File: src/rtl/sel_pipe_mux_if.sv
// Handshake bundle for sel_pipe_mux: the upstream candidate/select side and
// the downstream registered-result side travel together in one interface.
// The selector itself uses the slave view; whatever drives it uses master.
interface sel_pipe_mux_if #(
  parameter int WIDTH  = 32,
  parameter int NUM_IN = 4,
  parameter int SEL_W  = 2
);

  // upstream side: a select index plus every packed candidate
  logic                    in_valid;
  logic                    in_ready;
  logic [SEL_W-1:0]        sel;
  logic [NUM_IN*WIDTH-1:0] in_bus;

  // downstream side: the registered selection and its range flag
  logic                    out_valid;
  logic                    out_ready;
  logic [WIDTH-1:0]        data_out;
  logic                    out_err;

  // producer of candidates and consumer of results
  modport master (
    output in_valid,
    output sel,
    output in_bus,
    output out_ready,
    input  in_ready,
    input  out_valid,
    input  data_out,
    input  out_err
  );

  // the selector block
  modport slave (
    input  in_valid,
    input  sel,
    input  in_bus,
    input  out_ready,
    output in_ready,
    output out_valid,
    output data_out,
    output out_err
  );

endinterface

File: src/rtl/sel_pipe_mux.sv
// Registered NUM_IN-way selector with valid/ready flow control.
// The output register is backed by a single skid entry, so the block keeps
// one transfer per cycle while in_ready comes only from registered state:
// when the consumer stalls, the one transfer already in flight lands in the
// skid instead of being lost. A select beyond the last candidate yields zero
// data with out_err raised, rather than aliasing onto a real candidate.
module sel_pipe_mux #(
  parameter int WIDTH  = 32,
  parameter int NUM_IN = 4,
  parameter int SEL_W  = 2
) (
  input  logic          clk,
  input  logic          reset,
  sel_pipe_mux_if.slave bus
);

  // output register contents
  logic [WIDTH-1:0] out_data_q;
  logic             out_err_q;
  logic             out_valid_q;

  // skid entry contents
  logic [WIDTH-1:0] skid_data_q;
  logic             skid_err_q;
  logic             skid_valid_q;

  // combinational selection of the presented candidate
  logic [WIDTH-1:0] pick_data;
  logic             pick_err;

  // handshake qualifiers
  logic             ready_int;
  logic             accept;
  logic             out_free;

  // Ready depends only on the skid flag and reset, never on out_ready, so no
  // combinational path runs from the downstream consumer back upstream.
  assign ready_int = !skid_valid_q && !reset;
  assign accept    = bus.in_valid && ready_int;
  assign out_free  = !out_valid_q || bus.out_ready;

  // Decode sel against only the populated candidates; unmatched codes stay at
  // the zero/error default so they can never alias to a real input.
  always_comb begin
    pick_data = '0;
    pick_err  = 1'b1;
    for (int k = 0; k < NUM_IN; k++) begin
      if (bus.sel == SEL_W'(k)) begin
        pick_data = bus.in_bus[k*WIDTH +: WIDTH];
        pick_err  = 1'b0;
      end
    end
  end

  // Output register and skid entry update: the skid always drains first to
  // keep FIFO order, and a stalled output register never changes its value.
  always_ff @(posedge clk) begin
    if (reset) begin
      out_data_q   <= '0;
      out_err_q    <= 1'b0;
      out_valid_q  <= 1'b0;
      skid_data_q  <= '0;
      skid_err_q   <= 1'b0;
      skid_valid_q <= 1'b0;
    end else if (out_free) begin
      if (skid_valid_q) begin
        out_data_q   <= skid_data_q;
        out_err_q    <= skid_err_q;
        out_valid_q  <= 1'b1;
        skid_valid_q <= accept;
        if (accept) begin
          skid_data_q <= pick_data;
          skid_err_q  <= pick_err;
        end
      end else begin
        out_valid_q <= accept;
        if (accept) begin
          out_data_q <= pick_data;
          out_err_q  <= pick_err;
        end
      end
    end else if (accept) begin
      skid_data_q  <= pick_data;
      skid_err_q   <= pick_err;
      skid_valid_q <= 1'b1;
    end
  end

  assign bus.in_ready  = ready_int;
  assign bus.out_valid = out_valid_q;
  assign bus.data_out  = out_data_q;
  assign bus.out_err   = out_err_q;

endmodule

File: src/flat_wrapper.sv
// flat-port wrapper written by rule: the top's interface ports become plain ports
module sel_pipe_mux_flat 
#(
  parameter int WIDTH  = 32,
  parameter int NUM_IN = 4,
  parameter int SEL_W  = 2
)
  (clk, reset, bus_in_valid, bus_sel, bus_in_bus, bus_out_ready, bus_in_ready, bus_out_valid, bus_data_out, bus_out_err);
  sel_pipe_mux_if #(.WIDTH(WIDTH), .NUM_IN(NUM_IN), .SEL_W(SEL_W)) bus_i ();
  input  logic clk;
  input  logic reset;
  input wire logic [$bits(bus_i.in_valid)-1:0] bus_in_valid;
  input wire logic [$bits(bus_i.sel)-1:0] bus_sel;
  input wire logic [$bits(bus_i.in_bus)-1:0] bus_in_bus;
  input wire logic [$bits(bus_i.out_ready)-1:0] bus_out_ready;
  output wire logic [$bits(bus_i.in_ready)-1:0] bus_in_ready;
  output wire logic [$bits(bus_i.out_valid)-1:0] bus_out_valid;
  output wire logic [$bits(bus_i.data_out)-1:0] bus_data_out;
  output wire logic [$bits(bus_i.out_err)-1:0] bus_out_err;
  assign bus_i.in_valid = bus_in_valid;
  assign bus_i.sel = bus_sel;
  assign bus_i.in_bus = bus_in_bus;
  assign bus_i.out_ready = bus_out_ready;
  assign bus_in_ready = bus_i.in_ready;
  assign bus_out_valid = bus_i.out_valid;
  assign bus_data_out = bus_i.data_out;
  assign bus_out_err = bus_i.out_err;
  sel_pipe_mux #(.WIDTH(WIDTH), .NUM_IN(NUM_IN), .SEL_W(SEL_W)) u_core (.clk(clk), .reset(reset), .bus(bus_i));
endmodule
File: config.mk
export PLATFORM = sky130hd
export DESIGN_NAME = sel_pipe_mux_flat
export DESIGN_NICKNAME = d
export VERILOG_FILES = /design/src/rtl/sel_pipe_mux_if.sv /design/src/rtl/sel_pipe_mux.sv /design/src/flat_wrapper.sv
export SDC_FILE = /design/constraint.sdc
export NUM_CORES = 1
export LEC_CHECK = 0
export BUFFER_PORTS_ARGS = -buffer_cell sky130_fd_sc_hd__buf_2
export CAP_MARGIN = 15
export CORE_MARGIN = 2
export CORE_UTILIZATION = 43
export DETAILED_ROUTE_END_ITERATION = 8
export PLACE_DENSITY = 0.77
export SLEW_MARGIN = 20
export SYNTH_ARGS = -nofsm -noshare
export SYNTH_HDL_FRONTEND = slang
export SYNTH_SLANG_ARGS = --single-unit
export TNS_END_PERCENT = 50
File: constraint.sdc
create_clock -name clk -period 1.32 [get_ports clk]
set_input_delay 0.066 -clock clk [delete_from_list [all_inputs] [get_ports clk]]
set_output_delay 0.066 -clock clk [all_outputs]
set_load 0.05 [all_outputs]
==> impl_metrics.xml, run 1 <==
<?xml version="1.0" encoding="UTF-8"?>
<metrics>
  <group name="clock_network">
    <metric name="clkTransAtPathRegs" unit="ns">0.07</metric>
    <metric name="clock_tree.htree_level_count" unit="">3</metric>
    <metric name="clkLatencyLatePin" unit="ns">0.34</metric>
    <metric name="cts.hold.buffers_added" unit="">0</metric>
    <metric name="cts_inserted_buffers" unit="">9</metric>
    <metric name="clkSinkCount" unit="">68</metric>
    <metric name="ctsRootBufferMaster" unit="">sky130_fd_sc_hd__clkbuf_8</metric>
    <metric name="tritoncts" unit="">yes</metric>
    <metric name="cts_buffer_depth" unit="">2</metric>
  </group>
  <group name="timing">
    <metric name="worst_slew_pin_slew" unit="ns">0.367</metric>
    <metric name="maxSlewViolCount" unit="">0</metric>
    <metric name="finalCritPeriodShare" unit="%">99.7</metric>
    <metric name="timing.fmax" unit="GHz">0.760</metric>
    <metric name="rsz0062_at_grt" unit="">yes</metric>
    <metric name="finalWorstPathRequiredPeriod" unit="ns">1.32</metric>
    <metric name="setup_violations" unit="">0</metric>
    <metric name="timing.clock.skew" unit="ns">0.00661</metric>
    <metric name="setup_slack" unit="ns">0.00378</metric>
    <metric name="finalHoldViolCount" unit="">0</metric>
    <metric name="worst_slew_margin_rel" unit="%">75.5</metric>
  </group>
  <group name="layout">
    <metric name="number_of_fill_cells" unit="">714</metric>
    <metric name="synthToLayoutAreaGrowth" unit="%">32.8</metric>
    <metric name="insertedDiodeCount" unit="">0</metric>
    <metric name="nNetsFinal" unit="">645</metric>
    <metric name="final_layout_size_suffix_gt1_share" unit="%">54.8</metric>
    <metric name="post-route-cell-area" unit="sq um">5110</metric>
  </group>
  <group name="drt">
    <metric name="antenna_violating_nets_post_route" unit="">0</metric>
    <metric name="route.vias.total" unit="">3553</metric>
    <metric name="avgViaCountPerCell" unit="">5.69</metric>
    <metric name="drtPass1Iterations" unit="">5</metric>
    <metric name="drtIter0Drc" unit="">138</metric>
    <metric name="wire_per_inst" unit="um">18.2</metric>
    <metric name="route.final.wire_length" unit="mm">11.4</metric>
    <metric name="remaining_drc_errors" unit="">0</metric>
  </group>
  <group name="global_routing">
    <metric name="grt_antenna_before_repair" unit="">0</metric>
    <metric name="use_met2" unit="%">40.2</metric>
    <metric name="grt.busiest_layer" unit="">met2</metric>
    <metric name="pin_count_of_the_biggest_net_entering_global_routing" unit="">33</metric>
    <metric name="first_global_vias" unit="">3665</metric>
    <metric name="grt-ovfl-total" unit="">0</metric>
    <metric name="grt_use_met3" unit="%">4.04</metric>
    <metric name="grt_first_pass_wirelength" unit="mm">17.5</metric>
    <metric name="gr-usage-all-layers" unit="%">22.3</metric>
    <metric name="global_route.usage.met1" unit="%">27.2</metric>
  </group>
  <group name="worst_setup_path">
    <metric name="crit_path_start" unit="">u_core.bus.out_valid</metric>
    <metric name="reg2reg_from" unit="">u_core.bus.out_valid</metric>
    <metric name="worst_r2r_path_depth" unit="">4</metric>
    <metric name="crit_path_max_incr_delay" unit="ns">0.35</metric>
    <metric name="worst_path_class_setup" unit="">reg2reg</metric>
    <metric name="timing.critical_path.slowest_stage_cell" unit="">sky130_fd_sc_hd__dfxtp_4</metric>
    <metric name="start_kind" unit="">flip-flop</metric>
    <metric name="r2r-end" unit="">u_core.bus.data_out[0]</metric>
    <metric name="critical_path_data_arrival_time" unit="ns">1.56</metric>
    <metric name="timing.critical_path.cells" unit="">nor2b_4 -&gt; buf_4 -&gt; a21o_4 -&gt; a221oi_2</metric>
    <metric name="maximum_fanout_encountered_on_the_critical_timing_path" unit="">16</metric>
    <metric name="timing.critical_path.to" unit="">u_core.bus.data_out[0]</metric>
    <metric name="reg2reg_setup_slack" unit="ns">0.004</metric>
    <metric name="worstPathRequired" unit="ns">1.56</metric>
    <metric name="crit_path_end_kind" unit="">flip-flop</metric>
  </group>
  <group name="placed_design">
    <metric name="dpl-instance-area" unit="sq um">4820</metric>
    <metric name="port_buffers" unit="">168</metric>
    <metric name="globalplace.congestion" unit="">0.773</metric>
    <metric name="dpl_worst_slack" unit="ns">-0.0280</metric>
    <metric name="hpwl" unit="mm">7.81</metric>
  </group>
  <group name="die">
    <metric name="initial_core_util" unit="%">44.2</metric>
    <metric name="placeableCoreArea" unit="sq um">8720</metric>
    <metric name="fp.dieArea" unit="sq um">9730</metric>
    <metric name="fp.dieH" unit="um">98.6</metric>
    <metric name="io_pins" unit="">169</metric>
    <metric name="rows" unit="">34</metric>
    <metric name="die_width" unit="um">98.6</metric>
  </group>
  <group name="yosys">
    <metric name="synth.top_cells.by_count" unit="">sky130_fd_sc_hd__dfxtp_1 (68), sky130_fd_sc_hd__and2_1 (33)</metric>
    <metric name="yosysMostFrequentCell" unit="">sky130_fd_sc_hd__dfxtp_1</metric>
    <metric name="synth-async-reset-ratio" unit="%">0</metric>
    <metric name="synth.net_count" unit="">480</metric>
    <metric name="synth_area_leaders" unit="">sky130_fd_sc_hd__dfxtp_1 (35%), sky130_fd_sc_hd__mux4_2 (19%), sky130_fd_sc_hd__a221oi_2 (12%), sky130_fd_sc_hd__a22o_1 (7.3%), sky130_fd_sc_hd__a211oi_1 (6.2%)</metric>
    <metric name="synth.avg_cell_area" unit="sq um">11.1</metric>
    <metric name="synth_warnings" unit="">0</metric>
    <metric name="netlist.area_leader.share" unit="%">35.3</metric>
    <metric name="mappedNetlistArea" unit="sq um">3850</metric>
    <metric name="synth_top_cell_by_area" unit="">sky130_fd_sc_hd__dfxtp_1</metric>
    <metric name="synth.ff_latch_count" unit="">68</metric>
    <metric name="gate_count_after_technology_mapping" unit="">346</metric>
    <metric name="synth_edf_count" unit="">0</metric>
    <metric name="synth-seq-area-share" unit="%">35.3</metric>
    <metric name="yosysUniqueCellTypes" unit="">25</metric>
    <metric name="postSynth.topFlopCell" unit="">sky130_fd_sc_hd__dfxtp_1</metric>
  </group>
  <group name="worst_hold_path">
    <metric name="min-delay-path-class" unit="">in2reg</metric>
  </group>
  <group name="pwr">
    <metric name="worst_ir_drop_on_vdd" unit="V">0.000520</metric>
    <metric name="power_density" unit="nW/um^2">1070</metric>
    <metric name="design_power_total" unit="mW">5.45</metric>
    <metric name="power.static_leakage" unit="nW">2.26</metric>
  </group>
  <group name="run">
    <metric name="maxCapViolCount" unit="">0</metric>
  </group>
  <group name="run_status">
    <metric name="run_status" unit="">complete, no violations</metric>
  </group>
</metrics>
-- worst max-delay path, delay by kind of cell (launching register included) --
family / cells / cell delay (ns)
compound gates: 2 / 0.58
buf+inv: 1 / 0.14
flops: 1 / 0.35
simple gates: 1 / 0.15
-- kinds of logic after synthesis --
| kind of cell | count (synthesis) | share of synthesized area [%] |
|---|---|---|
| compound gates | 101 | 27.1 |
| buf+inv | 72 | 9.26 |
| flops | 68 | 35.3 |
| mux | 32 | 18.7 |
| simple gates | 73 | 9.58 |
-- stage by stage --
| step | setup TNS, ns | instances | hold slack [ns] | util (%) |
|---|---|---|---|---|
| 6_report | 0 | 624 | 0.111 | 58.6 |
| 5_1_grt | -0.327 | 624 | 0.122 | 58.6 |
| 4_1_cts | -1.12 | 619 | 0.105 | 57.6 |
| 3_5_place_dp | -0.587 | 603 | 0.454 | 55.2 |
| 3_3_place_gp | 0 | 603 | 0.451 | 55.2 |
| 2_1_floorplan | -1.27 | 346 | 0.251 | - |
-- what timing repair did --
item / CTS / global route
setup buffers: 0 / 2
gates resized for setup: 0 / 11
gates cloned: 0 / 3
setup endpoints to repair: 64 / 64
pin swaps: 22 / 9
-- registers in the layout, summed over array words and instances (netlist names) --
register,cells
u_core.bus.out_valid,1
u_core.skid_valid_q,1
u_core.bus.out_err,1
u_core.bus.data_out,32
u_core.skid_data_q,32
u_core.skid_err_q,1
-- power breakdown --
part	total (mW)	switching (mW)	internal, mW
registers	2.22	0.0594	2.16
clock network	1.83	0.794	1.03
logic	1.40	0.814	0.589
-- area by class of cell --
type	instances	area (sq um)	area share, %
multi-input cells	209	2210	43.3
flip-flops and latches	68	1370	26.7
clock buffers	12	166	3.25
repair buffers	190	1060	20.8
inverters	33	124	2.42
clock inverters	4	45.0	0.881
well taps	108	135	2.64
-- cell usage in the layout (no fill, tap or decap) --
cell type / instances
sky130_fd_sc_hd__dfxtp_1: 66
sky130_fd_sc_hd__dfxtp_2: 1
sky130_fd_sc_hd__nor2b_4: 1
sky130_fd_sc_hd__buf_12: 3
sky130_fd_sc_hd__a22o_1: 32
sky130_fd_sc_hd__bufinv_16: 1
sky130_fd_sc_hd__inv_2: 1
sky130_fd_sc_hd__a211oi_2: 3
sky130_fd_sc_hd__clkinv_2: 3
sky130_fd_sc_hd__a21o_4: 2
sky130_fd_sc_hd__inv_1: 32
sky130_fd_sc_hd__clkbuf_1: 1
sky130_fd_sc_hd__clkbuf_16: 1
sky130_fd_sc_hd__mux4_2: 32
sky130_fd_sc_hd__buf_2: 168
sky130_fd_sc_hd__nand3_1: 1
sky130_fd_sc_hd__nand2_1: 32
sky130_fd_sc_hd__nor2_1: 1
sky130_fd_sc_hd__o21ai_1: 1
sky130_fd_sc_hd__nand2b_1: 2
sky130_fd_sc_hd__a221oi_2: 32
sky130_fd_sc_hd__a31oi_4: 1
sky130_fd_sc_hd__a21oi_1: 2
sky130_fd_sc_hd__buf_6: 5
sky130_fd_sc_hd__nor2_4: 1
sky130_fd_sc_hd__buf_4: 14
sky130_fd_sc_hd__clkbuf_8: 10
sky130_fd_sc_hd__a211oi_1: 29
sky130_fd_sc_hd__and2_1: 33
sky130_fd_sc_hd__nor3_1: 1
sky130_fd_sc_hd__dfxtp_4: 1
sky130_fd_sc_hd__and3_4: 3
-- worst min path at each step --
stage                          endpoint  slack, ns  cells past startpoint         startpoint
floorplan           u_core.skid_valid_q       0.25                      2       bus_in_valid
global placement    u_core.skid_valid_q       0.45                      3      bus_out_ready
global route        u_core.skid_valid_q       0.12                      3      bus_out_ready
CTS                 u_core.skid_valid_q       0.10                      3      bus_out_ready
finish              u_core.skid_valid_q       0.11                      3      bus_out_ready
detailed placement    u_core.skid_err_q       0.45                      1  u_core.skid_err_q
-- metal layers --
| layer | up-vias | wire length (um) | share of wire [%] |
|---|---|---|---|
| met5 | - | 0 | 0 |
| met4 | 0 | 51 | 0.45 |
| met3 | 6 | 890 | 7.8 |
| met2 | 154 | 5800 | 51 |
| met1 | 1751 | 4630 | 41 |
| li1 | 1642 | - | - |
(Power assumes the default switching activity.)
==> run 2: changes to the inputs <==
--- a/config.mk
+++ b/config.mk
@@ -5,10 +5,11 @@
 export SDC_FILE = /design/constraint.sdc
 export NUM_CORES = 1
 export LEC_CHECK = 0
+export ABC_AREA = 1
 export BUFFER_PORTS_ARGS = -buffer_cell sky130_fd_sc_hd__buf_2
 export CAP_MARGIN = 15
 export CORE_MARGIN = 2
-export CORE_UTILIZATION = 43
+export CORE_UTILIZATION = 44
 export DETAILED_ROUTE_END_ITERATION = 8
 export PLACE_DENSITY = 0.77
 export SLEW_MARGIN = 20
==> constraint.sdc (replaced) <==
create_clock -name clk -period 1.32 [get_ports clk]
set_input_delay 0.264 -clock clk [delete_from_list [all_inputs] [get_ports clk]]
set_output_delay 0.264 -clock clk [all_outputs]
set_load 0.05 [all_outputs]
==> impl_metrics.xml, run 2 <==
<?xml version="1.0" encoding="UTF-8"?>
<metrics>
  <group name="worst_setup_path">
    <metric name="worst-path-stages" unit="">6</metric>
    <metric name="worst_r2r_path_depth" unit="">6</metric>
    <metric name="worstPathRequired" unit="ns">1.54</metric>
    <metric name="timing.critical_path.slowest_stage_cell" unit="">sky130_fd_sc_hd__dfxtp_2</metric>
    <metric name="start_kind" unit="">flip-flop</metric>
    <metric name="maximum_fanout_encountered_on_the_critical_timing_path" unit="">10</metric>
    <metric name="worst_path_class_setup" unit="">reg2reg</metric>
    <metric name="reg2reg_setup_slack" unit="ns">0.06</metric>
    <metric name="critical_path_data_arrival_time" unit="ns">1.48</metric>
    <metric name="r2r-end" unit="">u_core.skid_data_q[31]</metric>
    <metric name="timing.critical_path.cells" unit="">nor2_4 -&gt; nand2_1 -&gt; nor2_4 -&gt; buf_4 -&gt; clkbuf_16 -&gt; a21oi_1</metric>
    <metric name="crit_path_max_incr_delay" unit="ns">0.35</metric>
    <metric name="path_common_cell" unit="">sky130_fd_sc_hd__nor2_4</metric>
    <metric name="reg2reg_from" unit="">u_core.skid_valid_q</metric>
    <metric name="critical_path.n_buffers_inverters" unit="">2</metric>
    <metric name="crit_path_end_kind" unit="">flip-flop</metric>
    <metric name="cell_family_with_most_cp_delay" unit="">simple AND/OR/NAND/NOR gates</metric>
  </group>
  <group name="timing">
    <metric name="timing.fmax" unit="GHz">0.792</metric>
    <metric name="setup_violations" unit="">0</metric>
    <metric name="worst_slew_margin_rel" unit="%">81.8</metric>
    <metric name="finalCritPeriodShare" unit="%">95.7</metric>
    <metric name="finalHoldViolCount" unit="">0</metric>
    <metric name="worst_slew_pin_slew" unit="ns">0.276</metric>
    <metric name="maxSlewViolCount" unit="">0</metric>
    <metric name="timing.clock.skew" unit="ns">0.0126</metric>
    <metric name="rsz0062_at_grt" unit="">yes</metric>
    <metric name="finalWorstPathRequiredPeriod" unit="ns">1.26</metric>
  </group>
  <group name="yosys">
    <metric name="synth.ff_latch_count" unit="">68</metric>
    <metric name="synth-async-reset-ratio" unit="%">0</metric>
    <metric name="yosysUniqueCellTypes" unit="">22</metric>
    <metric name="synth_top_cell_by_area" unit="">sky130_fd_sc_hd__dfxtp_1</metric>
    <metric name="mappedNetlistArea" unit="sq um">4120</metric>
    <metric name="netlist.area_leader.share" unit="%">33.1</metric>
    <metric name="postSynth.topFlopCell" unit="">sky130_fd_sc_hd__dfxtp_1</metric>
    <metric name="synth-seq-area-share" unit="%">33.1</metric>
    <metric name="synth_area_leaders" unit="">sky130_fd_sc_hd__dfxtp_1 (33%), sky130_fd_sc_hd__nand2_1 (15%), sky130_fd_sc_hd__nand3_1 (12%), sky130_fd_sc_hd__inv_1 (6.3%), sky130_fd_sc_hd__a21oi_1 (5.5%)</metric>
    <metric name="synth_edf_count" unit="">0</metric>
    <metric name="synth.avg_cell_area" unit="sq um">6.34</metric>
    <metric name="synth.top_cells.by_count" unit="">sky130_fd_sc_hd__nand2_1 (165), sky130_fd_sc_hd__nand3_1 (97), sky130_fd_sc_hd__inv_1 (69)</metric>
    <metric name="gate_count_after_technology_mapping" unit="">649</metric>
    <metric name="synth_warnings" unit="">0</metric>
    <metric name="synth.net_count" unit="">783</metric>
    <metric name="yosysMostFrequentCell" unit="">sky130_fd_sc_hd__nand2_1</metric>
  </group>
  <group name="clock_network">
    <metric name="clkLatencyLatePin" unit="ns">0.33</metric>
    <metric name="clkSinkCount" unit="">68</metric>
    <metric name="cts_inserted_buffers" unit="">9</metric>
    <metric name="clkTransAtPathRegs" unit="ns">0.07</metric>
    <metric name="clock_tree.htree_level_count" unit="">3</metric>
    <metric name="cts.hold.buffers_added" unit="">0</metric>
    <metric name="ctsRootBufferMaster" unit="">sky130_fd_sc_hd__clkbuf_8</metric>
    <metric name="cts_buffer_depth" unit="">2</metric>
    <metric name="tritoncts" unit="">yes</metric>
  </group>
  <group name="die">
    <metric name="rows" unit="">35</metric>
    <metric name="fp.dieArea" unit="sq um">10100</metric>
    <metric name="io_pins" unit="">169</metric>
    <metric name="die_width" unit="um">101</metric>
    <metric name="initial_core_util" unit="%">45.0</metric>
    <metric name="fp.dieH" unit="um">101</metric>
    <metric name="placeableCoreArea" unit="sq um">9150</metric>
  </group>
  <group name="pwr">
    <metric name="power_density" unit="nW/um^2">983</metric>
    <metric name="worst_ir_drop_on_vdd" unit="V">0.000505</metric>
    <metric name="power.static_leakage" unit="nW">2.96</metric>
    <metric name="share_seq_of_total_power" unit="%">41.8</metric>
    <metric name="internal_power_consumption" unit="mW">3.56</metric>
    <metric name="switching_part_of_the_total" unit="%">32.4</metric>
    <metric name="power_switching" unit="mW">1.70</metric>
    <metric name="combinationalPowerShare" unit="%">25.7</metric>
    <metric name="power_frac_clock" unit="%">32.5</metric>
  </group>
  <group name="worst_hold_path">
    <metric name="hold-path-cell-count" unit="">2</metric>
    <metric name="worst_hold_startpoint" unit="">reset</metric>
    <metric name="min_delay_worst_endpoint" unit="">u_core.bus.out_valid</metric>
    <metric name="min-delay-path-class" unit="">in2reg</metric>
  </group>
  <group name="run">
    <metric name="maxCapViolCount" unit="">0</metric>
  </group>
  <group name="drt">
    <metric name="route.vias.total" unit="">4745</metric>
    <metric name="drtPass1Iterations" unit="">4</metric>
    <metric name="antenna_violating_nets_post_route" unit="">0</metric>
    <metric name="route.final.wire_length" unit="mm">12.6</metric>
    <metric name="wire_per_inst" unit="um">13.6</metric>
    <metric name="remaining_drc_errors" unit="">0</metric>
    <metric name="avgViaCountPerCell" unit="">5.14</metric>
    <metric name="drtIter0Drc" unit="">211</metric>
  </group>
  <group name="run_status">
    <metric name="run_status" unit="">complete, no violations</metric>
  </group>
  <group name="global_routing">
    <metric name="pin_count_of_the_biggest_net_entering_global_routing" unit="">51</metric>
    <metric name="first_global_vias" unit="">4538</metric>
    <metric name="grt_first_pass_wirelength" unit="mm">19.7</metric>
    <metric name="grt-ovfl-total" unit="">0</metric>
    <metric name="gr-usage-all-layers" unit="%">24.0</metric>
    <metric name="grt_antenna_before_repair" unit="">1</metric>
  </group>
  <group name="layout">
    <metric name="commonest_non_fill_non_tap_cells_in_the_layout" unit="">sky130_fd_sc_hd__buf_2 (167), sky130_fd_sc_hd__nand2_1 (164), sky130_fd_sc_hd__nand3_1 (97)</metric>
    <metric name="final_layout_size_suffix_gt1_share" unit="%">32.3</metric>
    <metric name="finalNonFillerCells" unit="">924</metric>
    <metric name="number_of_fill_cells" unit="">871</metric>
    <metric name="final_cell_utilization_of_the_core" unit="%">58.5</metric>
    <metric name="layout_commonest_cell" unit="">sky130_fd_sc_hd__buf_2</metric>
    <metric name="synthToLayoutAreaGrowth" unit="%">29.9</metric>
    <metric name="nNetsFinal" unit="">941</metric>
  </group>
  <group name="placed_design">
    <metric name="port_buffers" unit="">168</metric>
    <metric name="hpwl" unit="mm">9.25</metric>
    <metric name="placed_cells_incl_taps" unit="">904</metric>
    <metric name="globalplace.congestion" unit="">0.891</metric>
  </group>
</metrics>
## run 2: cell families after synthesis
family          count (synthesis)  share of synthesized area [%]
buf+inv                       118                           13.3
flops                          68                           33.1
simple gates                  331                           35.6
compound gates                132                           18.1
## run 2: power groups by stage
| stage | Combinational, mW | Sequential [mW] | Clock [mW] |
|---|---|---|---|
| 2_1_floorplan | 0.609 | 2.52 | 0 |
| 3_3_place_gp | 1.30 | 2.24 | 0 |
| 3_5_place_dp | 1.34 | 2.25 | 0 |
| 4_1_cts | 1.35 | 2.20 | 1.75 |
| 5_1_grt | 1.48 | 2.21 | 1.84 |
| 6_report | 1.35 | 2.20 | 1.71 |
## run 2: layer usage
metal / part of all wire (%) / vias to the layer above / GRT usage (%)
li1: - / 2392 / -
met1: 41 / 2182 / 26.9
met2: 51 / 154 / 45.3
met3: 5.7 / 17 / 3.95
met4: 1.8 / 0 / 8.54
met5: 0 / - / 0
## run 2: worst max-delay path by stage
stage                         from                endpoint  slack (ns)
5_1_grt        u_core.skid_valid_q   u_core.skid_data_q[3]       -0.02
4_1_cts        u_core.skid_valid_q  u_core.skid_data_q[25]        0.02
2_1_floorplan  u_core.skid_valid_q  u_core.skid_data_q[10]       -0.07
3_3_place_gp                 reset  u_core.skid_data_q[24]        0.05
6_report       u_core.skid_valid_q  u_core.skid_data_q[31]        0.06
3_5_place_dp                 reset  u_core.skid_data_q[25]       -0.04
## run 2: what timing repair did
| action | in CTS | in global routing |
|---|---|---|
| gates cloned | 0 | 2 |
| gates resized for setup | 1 | 2 |
| setup endpoints to repair | 1 | 15 |
| buffers inserted | 0 | 1 |
| pin swaps | 0 | 1 |
## run 2: cell type report
cell class / count / area, sq um / area share, %
clock buffers: 12 / 145 / 2.71
diodes: 1 / 2.50 / 0.0468
flip-flops and latches: 68 / 1360 / 25.5
inverters: 70 / 263 / 4.91
clock inverters: 4 / 48.8 / 0.912
repair buffers: 195 / 1170 / 21.9
well taps: 111 / 139 / 2.60
multi-input cells: 463 / 2220 / 41.4
## run 2: metrics by stage
stage,power [mW],setup WS (ns),hold slack (ns),cell area (sq um),TNS (ns)
detailed placement,3.59,-0.0369,0.441,5100,-0.0923
CTS,5.30,0.0175,0.187,5300,0
global placement,3.54,0.0506,0.437,5100,0
finish,5.26,0.0573,0.197,5350,0
floorplan,3.13,-0.0724,0.326,4130,-2.03
global route,5.53,-0.0212,0.189,5350,-0.0212
